==> config.mk <==
export PLATFORM = sky130hd
export DESIGN_NAME = rr_arb_ffo
export DESIGN_NICKNAME = d
export VERILOG_FILES = /design/src/rtl/rr_arb_ffo.sv
export SDC_FILE = /design/constraint.sdc
export NUM_CORES = 1
export LEC_CHECK = 0
export ABC_CLOCK_PERIOD_IN_PS = 5400
export CELL_PAD_IN_SITES_DETAIL_PLACEMENT = 1
export CELL_PAD_IN_SITES_GLOBAL_PLACEMENT = 1
export CORE_MARGIN = 8
export CORE_UTILIZATION = 17
export CTS_CLUSTER_SIZE = 25
export DETAILED_ROUTE_END_ITERATION = 7
export GPL_TIMING_DRIVEN = 0
export PLACE_DENSITY_LB_ADDON = 0.15
export SLEW_MARGIN = 20
export SYNTH_ARGS = -nofsm -noshare
export SYNTH_HDL_FRONTEND = slang
export SYNTH_SLANG_ARGS = --single-unit
==> constraint.sdc <==
create_clock -name clk_i -period 5.4 [get_ports clk_i]
set_clock_uncertainty 0.2 [all_clocks]
set_input_delay 1.08 -clock clk_i [delete_from_list [all_inputs] [get_ports clk_i]]
set_output_delay 1.08 -clock clk_i [all_outputs]
set_load 0.05 [all_outputs]
==> src/rtl/rr_arb_ffo.sv <==
// rr_arb_ffo: round-robin arbiter with a two-pass first-one search (above last winner, then all).
// Optional macro RR_ARB_FFO_LOCK_EN holds the selected requester across downstream stalls.
module rr_arb_ffo #(
    parameter int NumIn     = 4,
    parameter int DataWidth = 32,
    localparam int IdxWidth = (NumIn > 1) ? $clog2(NumIn) : 1
) (
    input  logic                                clk_i,
    input  logic                                rst_i,
    input  logic                                flush_i,
    input  logic [NumIn-1:0]                    req_i,
    output logic [NumIn-1:0]                    gnt_o,
    input  logic [NumIn-1:0][DataWidth-1:0]     data_i,
    output logic                                req_o,
    input  logic                                gnt_i,
    output logic [DataWidth-1:0]                data_o,
    output logic [IdxWidth-1:0]                 idx_o
);

    logic [IdxWidth-1:0] r_rr;
    logic [NumIn-1:0]    w_req_masked;
    logic [IdxWidth-1:0] w_idx_m;
    logic [IdxWidth-1:0] w_idx_u;
    logic                w_any_m;
    logic [IdxWidth-1:0] w_idx_rr;
    logic                w_locked;
    logic [IdxWidth-1:0] w_lock_idx;
    logic                w_hs;
    logic                w_stall;

    // Pass 1 only sees requesters strictly above the last winner; rr at NumIn-1 empties the mask.
    always_comb begin
        w_req_masked = '0;
        for (int i = 0; i < NumIn; i++) begin
            w_req_masked[i] = req_i[i] && (IdxWidth'(i) > r_rr);
        end
    end

    always_comb begin
        w_idx_m = '0;
        w_idx_u = '0;
        w_any_m = 1'b0;
        for (int i = NumIn - 1; i >= 0; i--) begin
            if (w_req_masked[i]) begin
                w_idx_m = IdxWidth'(i);
                w_any_m = 1'b1;
            end
            if (req_i[i]) begin
                w_idx_u = IdxWidth'(i);
            end
        end
    end

    assign w_idx_rr = w_any_m ? w_idx_m : w_idx_u;
    assign idx_o    = w_locked ? w_lock_idx : w_idx_rr;
    assign req_o    = w_locked | (|req_i);
    assign data_o   = data_i[idx_o];
    assign w_hs     = req_o & gnt_i;
    assign w_stall  = req_o & ~gnt_i;

    always_comb begin
        gnt_o = '0;
        if (w_hs) begin
            gnt_o[idx_o] = 1'b1;
        end
    end

    always_ff @(posedge clk_i) begin
        if (rst_i || flush_i) begin
            r_rr <= '0;
        end else if (w_hs) begin
            r_rr <= idx_o;
        end
    end

`ifdef RR_ARB_FFO_LOCK_EN
    // state      | meaning
    // ST_IDLE    | selection re-evaluated every cycle
    // ST_LOCKED  | stalled winner held in r_lock_idx until its handshake
    typedef enum logic {
        ST_IDLE   = 1'b0,
        ST_LOCKED = 1'b1
    } state_t;

    state_t              r_st;
    logic [IdxWidth-1:0] r_lock_idx;

    assign w_locked   = (r_st == ST_LOCKED);
    assign w_lock_idx = r_lock_idx;

    always_ff @(posedge clk_i) begin
        if (rst_i || flush_i) begin
            r_st       <= ST_IDLE;
            r_lock_idx <= '0;
        end else if (w_hs) begin
            r_st <= ST_IDLE;
        end else if (w_stall && (r_st == ST_IDLE)) begin
            r_st       <= ST_LOCKED;
            r_lock_idx <= w_idx_rr;
        end
    end
`else
    assign w_locked   = 1'b0;
    assign w_lock_idx = '0;
`endif

endmodule

==> results.md <==
- The mean post-synth cell area is 8.239 um2.
- The number of global-route vias before repair came to 2,249.
- For this run, the number of Yosys warnings is 0.
- For this run, design rule violations remaining after detail routing come to 0.
- Clock latency on the worst-skew pair, taken at its later pin, is 0.21 ns.
- The number of buffers inserted for hold repair after clock tree synthesis is 0.
- Setup repair after global routing left no endpoint under its margin.
- Using the TritonRoute via totals, the vias-per-cell ratio works out to 4.438.
- IR analysis of the VDD net gives a maximum drop of 0.07826 mV.
- For this design the static power due to leakage is 1.381 nW.
- The number of enable flip-flop cells after synthesis is 0.
- Dividing the detail-routed wire length by the instance count gives 18.13 um.
- The share of final-layout standard cells stronger than drive strength 1 is 5.952%.
- The final standard cell area without fillers is 3221 um2.
- The floorplan has 32 rows.
- The power density over the cells is 167.2 nW/um2.
- The initial cell density of the core is 17.22%.
- The smallest clock period supported by the final layout is computed as 5.089 ns.
- The final wirelength is 7.943 mm.
- Synthesis produced a netlist with a net count of 295.
- The area fraction of the dominant cell type after synthesis is 56.54%.
- In this run the count of I/O pins placed on the die edge is 175.
- The path type of the worst setup path is in -> out.
- Measured against its own limit, the worst slew margin works out to 63.70%.
- The total number of H-tree levels is 1.
- The clock root buffer master is sky130_fd_sc_hd__clkbuf_8.
- By area the synthesized netlist is led by sky130_fd_sc_hd__mux2i_1, sky130_fd_sc_hd__a222oi_1, sky130_fd_sc_hd__inv_1.
- The clock slew at the register clock pins of the worst setup and hold paths is 0.03 ns.
- The total count of hold-check failures in the final report is 0.
- The final number of setup-violating endpoints is 0.
- The final HPWL from detailed placement is 7.058 mm.
- In the final layout, the registers with the most flip-flops are r_rr x2.
- The data required time of the worst path is 4.12 ns.
- The floorplan step set the die width to 103.8 um.
- The count of state elements after synthesis is 2.
- The startpoint kind of the worst setup timing path is an input pin.
- The count of clock tree sinks is 2.
- The total overflow left after global routing is 0.
- The register with the most flip-flops in the layout has 2 of them.
- The post-synthesis instance area is 1310 um2.
- The number of antenna diodes in the final layout is 0.
- The count of filler cells inserted in the layout is 885.
- The number of standard cells after synthesis is 159.
- After synthesis, the most frequently instantiated cells are sky130_fd_sc_hd__mux2i_1, sky130_fd_sc_hd__inv_1, sky130_fd_sc_hd__a222oi_1, sky130_fd_sc_hd__buf_6.
- The number of search-and-repair iterations in the first detailed-routing pass is 4.
- TritonCTS built the clock tree.
- The number of antenna violations at the first check in global routing came to 0.
- The share of the cycle needed by the critical path after routing is 94.25%.
- The clock passes through at most 2 buffers.
- Post-CTS repair changed the size of 0 cells.
- The worst-margin pin slew is 0.5428 ns.
- The share of async-settable or async-resettable flops after synthesis is 0%.
- The layout-stage area growth over the synthesis result is 145.8%.
- In this run the tool buffered the top-level ports with 174 buffer cells.
- The critical path's most frequent cell is sky130_fd_sc_hd__clkdlybuf4s50_1.
- After floorplanning, the core was sized to cover 7607 um2.
- The cell type group with the largest total delay on the critical path is buffers and inverters.
- r_rr holds more flip-flops than any other register.
- The worst setup path is captured at a primary output.
- Summing over every cut layer, the via total after detailed routing is 1,944.
- The final count of pins violating max slew came to 0.
- The delay of the slowest cell on the worst path is 0.89 ns.
- Traced cell by cell, the critical path runs through clkdlybuf4s50_1 > nand2b_1 > o22a_1 > o21a_1 > buf_4 > clkbuf_1 > a222oi_1 > clkdlybuf4s50_1.
- The area enclosed by the die boundary is 10,770 um2.
- Entering global routing, the biggest net connects 11 pins.
- The endpoint arrival time on the critical path is 3.81 ns.
- The global-route usage over all layers is 14.33%.
- The largest fanout on the critical path is 10.
- The first routing iteration left 43 violations.
- After synthesis, the netlist uses 27 different library cells.
- Derived from the worst setup path, the maximum achievable clock frequency is 196.5 MHz.
- In the synthesized netlist the dominant register cell turns out to be sky130_fd_sc_hd__dfxtp_1.
- The die boundary height is 103.8 um.
- The most common cell in the synthesized netlist is sky130_fd_sc_hd__mux2i_1.
- Routability-driven placement finished with a final weighted congestion of 0.7340.
- The number of buffer and inverter stages on the critical path is 4.
- The run finished with clean final reports.
- The total setup buffers inserted after CTS is 0.
- The detail route stage leaves a number of antenna-violating nets equal to 0.
- Sequential elements use 3.056% of the synthesized area.
- The placed cell area is 3179 um2.
- In this run, CTS created clock tree buffers numbering 3.
- The max-capacitance violation count is 0.
- The slowest stage of the critical path is the sky130_fd_sc_hd__clkdlybuf4s50_1 cell.
- The first global-routing pass estimated 12.53 mm of wire.
- The class of the tightest hold or removal check is reg -> reg.
- Setup total negative slack on the finished layout was measured at 0 ns.
- The number of nets in the layout is 474.
- The top cell type by total area after synthesis is sky130_fd_sc_hd__mux2i_1.
==> layout make-up <==
class,instances,area [um2],share of cell area [%]
Buffer,13,105.1,3.263
Clock buffer,3,41.29,1.282
Timing Repair Buffer,174,1742,54.08
Inverter,30,112.6,3.497
Sequential cell,2,40.04,1.243
Multi-Input combinational cell,114,1052,32.67
Tap cell,102,127.6,3.963
==> final timing paths <==
kind | startpoint | to | slack (ns) | depth (start not counted)
hold reg to reg | r_rr[0] | r_rr[0] | 0.41 | 2
hold / removal | r_rr[0] | r_rr[0] | 0.41 | 2
setup / recovery | req_i[3] | data_o[28] | 0.31 | 8
setup reg to reg | r_rr[0] | r_rr[1] | 3.56 | 7
==> worst register-to-register path, cell delays in order (launching register included) <==
cell                      delay [ns]
sky130_fd_sc_hd__dfxtp_1        0.42
sky130_fd_sc_hd__inv_1          0.12
sky130_fd_sc_hd__o32ai_2        0.35
sky130_fd_sc_hd__nor3_4         0.11
sky130_fd_sc_hd__buf_6          0.17
sky130_fd_sc_hd__buf_6          0.16
sky130_fd_sc_hd__mux2i_1        0.14
sky130_fd_sc_hd__nor3_1         0.06
==> metrics by stage <==
| step | setup WS, ns | total power (W) | instances | util (%) | hold slack [ns] |
|---|---|---|---|---|---|
| final | 0.3105 | 0.0005385 | 438 | 42.34 | 0.4137 |
| after global routing | 0.1817 | 0.0005700 | 438 | 42.34 | 0.4673 |
| after CTS | 0.2985 | 0.0005468 | 438 | 42.34 | 0.4196 |
| after detailed placement | 0.3266 | 0.0004855 | 435 | 41.79 | 0.4097 |
| after global placement | 0.2787 | 0.0004833 | 435 | 41.79 | 0.4076 |
| after floorplan | 0.9620 | 0.0002790 | 159 | - | 0.3330 |
==> layer usage <==
metal / share of wire [%] / GRT usage (%) / up-vias
li1: - / - / 940
met1: 38 / 14.86 / 883
met2: 49 / 25.25 / 115
met3: 12 / 7.311 / 6
met4: 1.0 / 2.999 / 0
met5: 0 / 0 / -
==> where the power goes <==
part / internal, W / switching (W)
Combinational: 0.000215 / 0.000250
Sequential: 0.0000156 / 0.000000744
Clock: 0.0000471 / 0.0000110
Total: 0.000277 / 0.000261
==> layout by cell type, fill, tap and decap left out, drive strengths merged, types with 2 or more instances in the layout <==
cell | synthesis | final
dfxtp | 2 | 2
a211oi | 2 | 2
nor2 | 4 | 4
o21a | 2 | 2
mux2i | 74 | 74
inv | 30 | 30
nand2 | 3 | 3
a21oi | 3 | 3
clkdlybuf4s50 | 0 | 174
clkbuf | 2 | 5
a222oi | 12 | 12
buf | 11 | 11
nor3 | 4 | 4
==> cell families after synthesis <==
kind of cell    count (synthesis)  synth area share [%]
mux                            74                 56.54
flops                           2                 3.056
compound gates                 24                 16.52
buf+inv                        43                 16.62
simple gates                   16                 7.260
Power figures use the tool's default switching activity.
